===== src/rtl/alu_control_unit.sv =====
// Multi-cycle accumulator controller: fetches from instruction memory, reads
// operands from data memory, sequences the external ALU and captures its result.
module alu_control_unit #(
  parameter int          DATA_W     = 16,
  parameter int          ADDR_W     = 12,
  parameter int unsigned START_ADDR = 0
) (
  input  logic              clk,
  input  logic              rst,
  input  logic              start,
  output logic              busy,
  output logic              halted,
  output logic [ADDR_W-1:0] pc,
  output logic [ADDR_W-1:0] imem_addr,
  input  logic [DATA_W-1:0] imem_rdata,
  output logic [ADDR_W-1:0] dmem_addr,
  input  logic [DATA_W-1:0] dmem_rdata,
  output logic [DATA_W-1:0] dmem_wdata,
  output logic              dmem_we,
  output logic [DATA_W-1:0] alu_a,
  output logic [DATA_W-1:0] alu_b,
  output logic [2:0]        alu_select,
  input  logic [DATA_W-1:0] alu_out,
  input  logic              alu_z,
  output logic [DATA_W-1:0] acc,
  output logic              z_flag,
  output logic [2:0]        dbg_state
);

  typedef enum logic [2:0] {
    S_IDLE   = 3'd0,
    S_FETCH  = 3'd1,
    S_DECODE = 3'd2,
    S_READ   = 3'd3,
    S_EXEC   = 3'd4,
    S_WB     = 3'd5,
    S_STORE  = 3'd6,
    S_HALT   = 3'd7
  } state_t;

  localparam logic [3:0] OP_LOAD  = 4'h1;
  localparam logic [3:0] OP_STORE = 4'h2;
  localparam logic [3:0] OP_ADD   = 4'h3;
  localparam logic [3:0] OP_SUB   = 4'h4;
  localparam logic [3:0] OP_MUL   = 4'h5;
  localparam logic [3:0] OP_CLR   = 4'h6;
  localparam logic [3:0] OP_JMP   = 4'h7;
  localparam logic [3:0] OP_JZ    = 4'h8;
  localparam logic [3:0] OP_HALT  = 4'h9;

  localparam logic [2:0] SEL_ADD   = 3'b000;
  localparam logic [2:0] SEL_SUB   = 3'b001;
  localparam logic [2:0] SEL_MUL   = 3'b010;
  localparam logic [2:0] SEL_PASSA = 3'b011;
  localparam logic [2:0] SEL_PASSB = 3'b100;
  localparam logic [2:0] SEL_ZERO  = 3'b101;
  localparam logic [2:0] SEL_FIN   = 3'b110;

  state_t              state, state_n;
  logic [DATA_W-1:0]   ir;
  logic [DATA_W-1:0]   mdr;
  logic                halt_pulse;
  logic [3:0]          fetch_op;
  logic [3:0]          ir_op;
  logic [ADDR_W-1:0]   fetch_addr;

  // DECODE steers on the word arriving from memory; IR only holds it afterwards.
  assign fetch_op   = imem_rdata[DATA_W-1 -: 4];
  assign fetch_addr = imem_rdata[ADDR_W-1:0];
  assign ir_op      = ir[DATA_W-1 -: 4];

  always_ff @(posedge clk or posedge rst) begin
    if (rst) begin
      state      <= S_IDLE;
      pc         <= '0;
      ir         <= '0;
      mdr        <= '0;
      acc        <= '0;
      z_flag     <= 1'b0;
      halt_pulse <= 1'b0;
    end else begin
      state      <= state_n;
      halt_pulse <= (state == S_DECODE) && (state_n == S_HALT);
      case (state)
        S_IDLE: begin
          if (start) pc <= ADDR_W'(START_ADDR);
        end
        S_DECODE: begin
          ir <= imem_rdata;
          case (fetch_op)
            OP_JMP:  pc <= fetch_addr;
            OP_JZ:   pc <= z_flag ? fetch_addr : pc + 1'b1;
            default: pc <= pc + 1'b1;
          endcase
        end
        S_EXEC: begin
          if (ir_op != OP_CLR) mdr <= dmem_rdata;
        end
        S_WB: begin
          acc <= alu_out;
          if (ir_op == OP_ADD || ir_op == OP_SUB) z_flag <= alu_z;
        end
        default: ;
      endcase
    end
  end

  always_comb begin
    state_n = state;
    case (state)
      S_IDLE:   if (start) state_n = S_FETCH;
      S_FETCH:  state_n = S_DECODE;
      S_DECODE: begin
        case (fetch_op)
          OP_LOAD, OP_ADD, OP_SUB, OP_MUL: state_n = S_READ;
          OP_CLR:   state_n = S_EXEC;
          OP_STORE: state_n = S_STORE;
          OP_HALT:  state_n = S_HALT;
          default:  state_n = S_FETCH;
        endcase
      end
      S_READ:   state_n = S_EXEC;
      S_EXEC:   state_n = S_WB;
      S_WB:     state_n = S_FETCH;
      S_STORE:  state_n = S_FETCH;
      S_HALT:   state_n = S_HALT;
      default:  state_n = S_IDLE;
    endcase
  end

  // The ALU only re-evaluates on select changes, so idle states park on pass-A.
  always_comb begin
    alu_select = SEL_PASSA;
    if (state == S_EXEC || state == S_WB) begin
      case (ir_op)
        OP_LOAD: alu_select = SEL_PASSB;
        OP_ADD:  alu_select = SEL_ADD;
        OP_SUB:  alu_select = SEL_SUB;
        OP_MUL:  alu_select = SEL_MUL;
        OP_CLR:  alu_select = SEL_ZERO;
        default: alu_select = SEL_PASSA;
      endcase
    end else if (state == S_HALT && halt_pulse) begin
      alu_select = SEL_FIN;
    end
  end

  assign busy       = (state != S_IDLE) && (state != S_HALT);
  assign halted     = (state == S_HALT);
  assign dmem_we    = (state == S_STORE);
  assign imem_addr  = pc;
  assign dmem_addr  = ir[ADDR_W-1:0];
  assign dmem_wdata = acc;
  assign alu_a      = acc;
  assign alu_b      = mdr;
  assign dbg_state  = state;

endmodule


===== config.mk =====
export PLATFORM = sky130hd
export DESIGN_NAME = alu_control_unit
export DESIGN_NICKNAME = d
export VERILOG_FILES = /design/src/rtl/alu_control_unit.sv
export SDC_FILE = /design/constraint.sdc
export NUM_CORES = 1
export LEC_CHECK = 0
export CORE_AREA = 2 2 96 98
export CTS_BUF_LIST = sky130_fd_sc_hd__clkbuf_4 sky130_fd_sc_hd__clkbuf_8 sky130_fd_sc_hd__clkbuf_16
export DETAILED_ROUTE_END_ITERATION = 7
export DIE_AREA = 0 0 98 100
export GPL_ROUTABILITY_DRIVEN = 0
export PLACE_DENSITY = 0.86
export SYNTH_ARGS = -nofsm -noshare
export SYNTH_HDL_FRONTEND = slang
export SYNTH_SLANG_ARGS = --single-unit

===== constraint.sdc =====
create_clock -name clk -period 1.95 [get_ports clk]
set_input_delay 0.195 -clock clk [delete_from_list [all_inputs] [get_ports clk]]
set_output_delay 0.195 -clock clk [all_outputs]
set_load 0.02 [all_outputs]

==> results of run 1 <==
[logic make-up after synthesis]
group	count (synthesis)
adder cells (fa/ha/maj)	1
AO/OA/AOI/OAI	39
XOR/XNOR	1
AND/OR/NAND/NOR	54
flip-flops	65
multiplexers	60
buffers and inverters	82
[routing by layer]
layer / up-vias / GRT usage, % / wire length [um]
met5: - / 0 / 0
met4: 0 / 7.585 / 202
met3: 16 / 4.457 / 563
met2: 105 / 27.45 / 4038
met1: 1272 / 20.26 / 3283
li1: 1234 / - / -
[through the flow]
step / power (mW) / util (%)
final: 8.296 / 56.19
after global routing: 8.768 / 56.19
after CTS: 8.385 / 56.13
after detailed placement: 7.178 / 53.79
after global placement: 7.055 / 53.79
after floorplan: 5.532 / -
[power by group through the flow]
stage                     sequential (mW)  combinational (mW)  clock (mW)
final                                2.47                4.62        1.21
after global routing                 2.57                4.89        1.31
after CTS                            2.47                4.68        1.24
after detailed placement             2.49                4.69           0
after global placement               2.44                4.62           0
after floorplan                      2.89                2.64           0
[placed cells by master, fill, tap and decap left out, types with 2 or more instances in the layout]
| master | instances |
|---|---|
| sky130_fd_sc_hd__a21oi_1 | 12 |
| sky130_fd_sc_hd__buf_12 | 2 |
| sky130_fd_sc_hd__buf_4 | 10 |
| sky130_fd_sc_hd__clkbuf_8 | 12 |
| sky130_fd_sc_hd__clkdlybuf4s50_1 | 155 |
| sky130_fd_sc_hd__clkinvlp_4 | 2 |
| sky130_fd_sc_hd__dfrtp_1 | 64 |
| sky130_fd_sc_hd__dlygate4sd2_1 | 5 |
| sky130_fd_sc_hd__inv_1 | 12 |
| sky130_fd_sc_hd__inv_2 | 2 |
| sky130_fd_sc_hd__mux2_2 | 48 |
| sky130_fd_sc_hd__mux2i_1 | 12 |
| sky130_fd_sc_hd__nand2_1 | 8 |
| sky130_fd_sc_hd__nand3_1 | 4 |
| sky130_fd_sc_hd__nand4_1 | 2 |
| sky130_fd_sc_hd__nor2_1 | 9 |
| sky130_fd_sc_hd__nor2b_1 | 5 |
| sky130_fd_sc_hd__nor3_1 | 5 |
| sky130_fd_sc_hd__nor4_1 | 5 |
| sky130_fd_sc_hd__o21ai_0 | 9 |
| sky130_fd_sc_hd__o22ai_1 | 9 |
| sky130_fd_sc_hd__or3_1 | 6 |
[critical path: stages (launching register included)]
cell	delay (ns)
sky130_fd_sc_hd__dfrtp_1	0.50
sky130_fd_sc_hd__and3_1	0.32
sky130_fd_sc_hd__a22o_1	0.18
sky130_fd_sc_hd__clkdlybuf4s15_1	0.31
[path summary, 6_finish.rpt]
check	cells past startpoint	to	slack, ns	from
setup / recovery	3	alu_select[2]	0.11	dbg_state[2]
hold / removal	2	alu_b[1]	0.20	rst
setup reg to reg	4	imem_addr[8]	0.17	dbg_state[2]
hold reg to reg	1	alu_b[6]	0.51	alu_b[6]
max in group asynchronous	3	ir[7]	1.22	rst
min in group clk	2	acc[2]	0.47	alu_out[2]
[sequential cells by signal, summed over array words and instances, names as in the netlist]
| signal | cells |
|---|---|
| imem_addr | 12 |
| alu_b | 16 |
| dbg_state | 3 |
| ir | 16 |
| z_flag | 1 |
| acc | 16 |
| halt_pulse | 1 |
[layout make-up]
| cell class | count | area, um2 |
|---|---|---|
| Clock buffer | 12 | 165.2 |
| Clock inverter | 4 | 50.05 |
| Fill cell | 755 | 3895 |
| Inverter | 14 | 52.55 |
| Multi-Input combinational cell | 155 | 1240 |
| Sequential cell | 65 | 1628 |
| Tap cell | 111 | 138.9 |
| Timing Repair Buffer | 173 | 1720 |
[what timing repair did]
item | in CTS | in global routing
endpoints found under the setup margin | 6 | 3
endpoints found under the hold margin | 0 | 0
gates resized for setup | 6 | 4
==> results by group, run 1 <==
Detailed routing
  – Remaining number of nets flagged by the antenna check after routing: 0
  – Via density: roughly 4.9
  – Number of vias in the routed layout: roughly 2600
  – Number of detailed-routing iterations run before antenna repair: 4
  – Wire length per cell: about 15 um
  – Drc violations: 0
  – Final wirelength: around 8100 um
  – DRC violation total after the first TritonRoute iteration: 60

Power and ir drop
  – Fraction of power consumed by combinational cells: 55.7%
  – Internal portion of total power: between 5 and 6 mW
  – Leakage power: about 2.1 nW
  – PD cells: ~1700 mW/mm2
  – Sw Share: about two fifths
  – Worst IR drop on VDD: roughly 0.76 mV
  – Part of the total power dissipated in sequential elements: between 20% and 30%
  – Clock network fraction of total power: roughly 14%
  – Power dissipated by switching net loads: 3.242 mW

CTS
  – H-Tree Depth: 3
  – Longest Clk Path Bufs: 2
  – Count of hold buffers inserted by post-cts repair: 0
  – TritonCTS sink count: 65
  – TritonCTS clock tree: built
  – Post-CTS Setup Bufs: 0
  – Clk Tree Root Cell: sky130_fd_sc_hd__clkbuf_8
  – Number of buffers created by CTS: 9
  – Clock transition at the registers of the reported paths: ~0.07 ns
  – Source-to-sink clock delay at the later pin of the worst-skew pair: 0.34 ns

Synth
  – EDFF count, synth: 0
  – Main combinational cell family by area after synthesis: multiplexers
  – Flop and latch count out of synthesis: between 60 and 70
  – Biggest area contributors in the synthesized netlist: sky130_fd_sc_hd__dfrtp_1 48%, sky130_fd_sc_hd__mux2_2 16%, sky130_fd_sc_hd__buf_4 13%
  – Area share of xor/xnor cells in the synthesized design: 0.2574%
  – Total standard cell area after synthesis: around 0.0034 mm2
  – Most numerous cell in the Yosys netlist: sky130_fd_sc_hd__dfrtp_1
  – Syn Area/Cell: about 11 um2
  – Warnings from Yosys: 0
  – Share of synthesized area occupied by flip-flops and latches: a little under half
  – Synth async-reset ratio: 100.0%
  – Cell accounting for the most synthesized area: sky130_fd_sc_hd__dfrtp_1
  – Leading register cell type out of synthesis: sky130_fd_sc_hd__dfrtp_1
  – Multiplexer fraction of the synthesized cell area: between 10% and 20%
  – Post-synthesis compound-gate area fraction: roughly 7.3%
  – Synth Instances: about 300
  – Net count of the mapped netlist: around 360
  – Top-area cell type share of the netlist area: between 40% and 50%
  – Post-synthesis share of cell area spent on full adders, half adders and majority gates: 0.3676%
  – Leading post-synthesis cells by instance count: 65 x sky130_fd_sc_hd__dfrtp_1, 58 x sky130_fd_sc_hd__buf_4, 48 x sky130_fd_sc_hd__mux2_2, 14 x sky130_fd_sc_hd__inv_1
  – Unique masters post-synth: 39
  – Simple-gate share of the synthesized area: around 9%

Place
  – I/O Buffers: ~160
  – Setup slack after placement: ~0.086 ns
  – Cells after DPL: about 520
  – Post-placement cell area: 0.004782 mm2
  – Post-detailed-placement half-perimeter wirelength: between 6000 and 7000 um

Job
  – Maximum Capacitance Violations: 0

Global route
  – Via count of the first global-routing pass: 2621
  – Antenna violations before repair: 0
  – Maximum number of pins on one net before global-route repair: 28
  – Residual overflow from global routing: 0
  – Global-route usage over all layers: 16.55%
  – First-pass GRT wire length: 12840 um

Critical path
  – Worst endpoint data arrival time: ~1.6 ns
  – Kind of critical path: reg2out
  – Req. time, crit path: 1.75 ns
  – CP Capture Type: output port
  – Critical path fanouts, max: 10
  – Startpoint class of the critical path: flip-flop

Final layout
  – Area added between synthesis and finish: 46.76%
  – Fin area: between 0.004 and 0.005 mm2
  – Number of inserted diodes: 0
  – Non-filler instance count after layout: roughly 530
  – Net count reported at finish: ~470
  – Share of final-layout standard cells stronger than drive strength 1: roughly a fifth

Status
  – Result of the run: finished clean

STA
  – Max Clk Rate: approximately 540 MHz
  – Fin crit period: about 1.8 ns
  – TNS Setup: 0 ns
  – Count of final max-slew check failures: 0
  – Least-Margin Pin Slew: 0.5033 ns
  – Final worst slack: 0.1133 ns
  – Unrepaired setup endpoints after global routing: no
  – Finish-stage setup viols: 0
  – Post-route clock period utilization: a little over nine tenths
  – Worst-case clock skew: approximately 0.0061 ns
  – Hold Violations, Final: 0
  – Slew headroom: between 60 and 70%
  – Worst slack on hold paths: 0.2033 ns

Floorplanning
  – Die Y-Extent: approximately 100 um
  – Starting utilization of the core area: 38.28%
  – Die Area: about 0.0098 mm2
  – Die Wd: a little under 100 um
  – Std cell rows: 35
  – I/O pin total: 162
  – Total core area: 0.008890 mm2

Worst hold path
  – Type of the most critical hold path: in2async
(Power assumes the default switching activity.)
==> inputs of run 2 (changes only) <==
--- a/config.mk
+++ b/config.mk
@@ -5,12 +5,14 @@
 export SDC_FILE = /design/constraint.sdc
 export NUM_CORES = 1
 export LEC_CHECK = 0
+export ABC_CLOCK_PERIOD_IN_PS = 1950
 export CORE_AREA = 2 2 96 98
 export CTS_BUF_LIST = sky130_fd_sc_hd__clkbuf_4 sky130_fd_sc_hd__clkbuf_8 sky130_fd_sc_hd__clkbuf_16
 export DETAILED_ROUTE_END_ITERATION = 7
 export DIE_AREA = 0 0 98 100
+export DONT_BUFFER_PORTS = 1
 export GPL_ROUTABILITY_DRIVEN = 0
-export PLACE_DENSITY = 0.86
+export PLACE_DENSITY = 0.62
 export SYNTH_ARGS = -nofsm -noshare
 export SYNTH_HDL_FRONTEND = slang
 export SYNTH_SLANG_ARGS = --single-unit
==> run 2 against run 1 <==
Clock-buffer cell count grew 1. Fmax shrank 0.58%. Critical path depth grew 1. Die area is the same. Clock power is essentially flat. First-iteration DRC count grew 70%. Hold slack lost 0.16 ns. Sequential power grew 42%. Via count shrank 15%. Highest routed layer unchanged.
==> results by group, run 2 (synthesized netlist as in run 1, its figures left out) <==
Status
  – Result of the run: finished clean

CTS
  – TritonCTS sink count: 65
  – Source-to-sink clock delay at the later pin of the worst-skew pair: about 0.34 ns
  – TritonCTS clock tree: built
  – H-Tree Depth: 3
  – Clock transition at the registers of the reported paths: 0.07 ns
  – Number of gates given a new drive strength after cts: 0
  – Number of buffers created by CTS: 9
  – Longest Clk Path Bufs: 2
  – Clk Tree Root Cell: sky130_fd_sc_hd__clkbuf_8
  – Post-CTS Setup Bufs: 0

Final layout
  – Share of final-layout standard cells stronger than drive strength 1: between 20% and 30%
  – Count of fill cells added during filler insertion: around 830
  – Non-filler instance count after layout: ~440
  – Area added between synthesis and finish: 15.96%
  – Number of inserted diodes: 0
  – Commonest non-fill, non-tap cells in the layout: 65 x sky130_fd_sc_hd__dfrtp_1, 49 x sky130_fd_sc_hd__dlygate4sd3_1, 48 x sky130_fd_sc_hd__mux2_2
  – Util after Layout: between 40% and 50%
  – Net count reported at finish: around 370
  – Most common cell after layout, fill and taps aside: sky130_fd_sc_hd__dfrtp_1

Worst hold path
  – Hold path startpoint: imem_rdata[13]
  – Type of the most critical hold path: in2reg

Critical path
  – Cells along the critical path: buf_4, and3_1, buf_4, a22o_1
  – Worst endpoint data arrival time: between 1.5 and 2 ns
  – Kind of critical path: reg2out
  – Cell type of the slowest stage on the worst timing path: sky130_fd_sc_hd__dfrtp_1
  – Critical path fanouts, max: 5
  – Req. time, crit path: ~1.8 ns
  – Reg-to-reg startpoint: dbg_state[2]
  – Startpoint class of the critical path: flip-flop
  – Origin of the worst setup path: dbg_state[1]
  – Max stage delay on crit path: 0.40 ns
  – Cell occurring most often along the worst timing path: sky130_fd_sc_hd__buf_4
  – CP Capture Type: output port

STA
  – Post-route clock period utilization: a little over nine tenths
  – Count of final max-slew check failures: 0
  – Worst slack on hold paths: roughly 0.040 ns
  – Hold Violations, Final: 0
  – Fin crit period: 1.847 ns
  – Max Clk Rate: around 540 MHz
  – Worst-case clock skew: roughly 0.0090 ns
  – Unrepaired setup endpoints after global routing: no
  – TNS Setup: 0 ns
  – Finish-stage setup viols: 0
  – Least-Margin Pin Slew: 0.7419 ns
  – Slew headroom: about half

Power and ir drop
  – Leakage power: 1.721 nW
  – Internal portion of total power: roughly 3.5 mW
  – Power dissipated by switching net loads: ~3.0 mW
  – Worst IR drop on VDD: between 0.7 and 0.8 mV
  – Power, Total: between 6 and 7 mW
  – PD cells: roughly 1600 mW/mm2
  – Part of the total power dissipated in sequential elements: roughly 54%
  – Clock network fraction of total power: between 15 and 20%
  – Fraction of power consumed by combinational cells: between 20% and 30%
  – Sw Share: between 40% and 50%

Place
  – Post-detailed-placement half-perimeter wirelength: 4972 um
  – I/O Buffers: 0
  – Cells after DPL: between 300 and 400

Floorplanning
  – Die Wd: slightly below 100 um
  – Die Area: between 0.009 and 0.01 mm2
  – Die Y-Extent: roughly 100 um
  – Std cell rows: 35
  – I/O pin total: around 160
  – Starting utilization of the core area: a little under two fifths
  – Total core area: just under 0.009 mm2

Detailed routing
  – Number of vias in the routed layout: between 2000 and 2500
  – Remaining number of nets flagged by the antenna check after routing: 0
  – Wire length per cell: between 15 and 20 um
  – DRC violation total after the first TritonRoute iteration: approximately 100
  – Number of detailed-routing iterations run before antenna repair: 4
  – Drc violations: 0
  – Via density: 5.115
  – Final wirelength: about 7300 um

Job
  – Maximum Capacitance Violations: 0

Global route
  – Global-route usage over all layers: roughly 15%
  – Antenna violations before repair: 0
  – Residual overflow from global routing: 0
  – First-pass GRT wire length: 11500 um
  – Maximum number of pins on one net before global-route repair: 27
  – Via count of the first global-routing pass: between 2000 and 2500
-- run 2: worst paths after layout --
check                           endpoint  slack, ns  cells past startpoint
max                        alu_select[2]       0.10                      4
min                           halt_pulse       0.04                      2
max reg2reg                 imem_addr[7]       0.25                      4
min reg2reg                imem_addr[10]       0.55                      2
max in group asynchronous   dbg_state[1]       0.95                      3
min in group asynchronous      alu_b[15]       0.36                      2
-- run 2: what timing repair did --
| item | in CTS | in global routing |
|---|---|---|
| setup endpoints to repair | 0 | 0 |
| hold buffers | 47 | 2 |
| hold endpoints to repair | 69 | 2 |
-- run 2: layout make-up --
cell class              instances  area [um2]  area share (%)
clock inverters                 3       40.04           1.015
flip-flops and latches         65        1627           41.22
well taps                     111       138.9           3.519
multi-input cells             155        1237           31.36
clock buffers                  13       160.2           4.058
inverters                      14       52.55           1.332
repair buffers                 74       690.7           17.50
-- run 2: per-stage QoR --
step | setup slack (ns) | instance area, um2
2_1_floorplan | 0.1285 | 3403
3_3_place_gp | 0.2962 | 3256
3_5_place_dp | 0.2643 | 3256
4_1_cts | 0.07922 | 3926
5_1_grt | 0.02285 | 3946
6_report | 0.1027 | 3946
-- run 2: layer usage --
layer | vias up | track usage [%] | routed length, um
met1 | 1090 | 18.53 | 3173
met2 | 94 | 24.55 | 3473
met3 | 10 | 4.875 | 524
met5 | - | 0 | 0
li1 | 1031 | - | -
met4 | 0 | 6.303 | 124
-- run 2: critical path: cells and delay by family, from the launching register on --
kind | cells | cell delay (ns)
buffers and inverters | 2 | 0.36
AOI/OAI and AO/OA | 1 | 0.32
and+or+nand+nor | 1 | 0.23
DFF | 1 | 0.40
-- run 2: power groups by stage --
stage,registers [mW],logic (mW),clock network [mW]
after global placement,3.52,1.71,0
after detailed placement,3.54,1.76,0
after floorplan,2.89,2.64,0
final,3.50,1.82,1.18
after CTS,3.51,1.84,1.22
after global routing,3.61,2.00,1.28
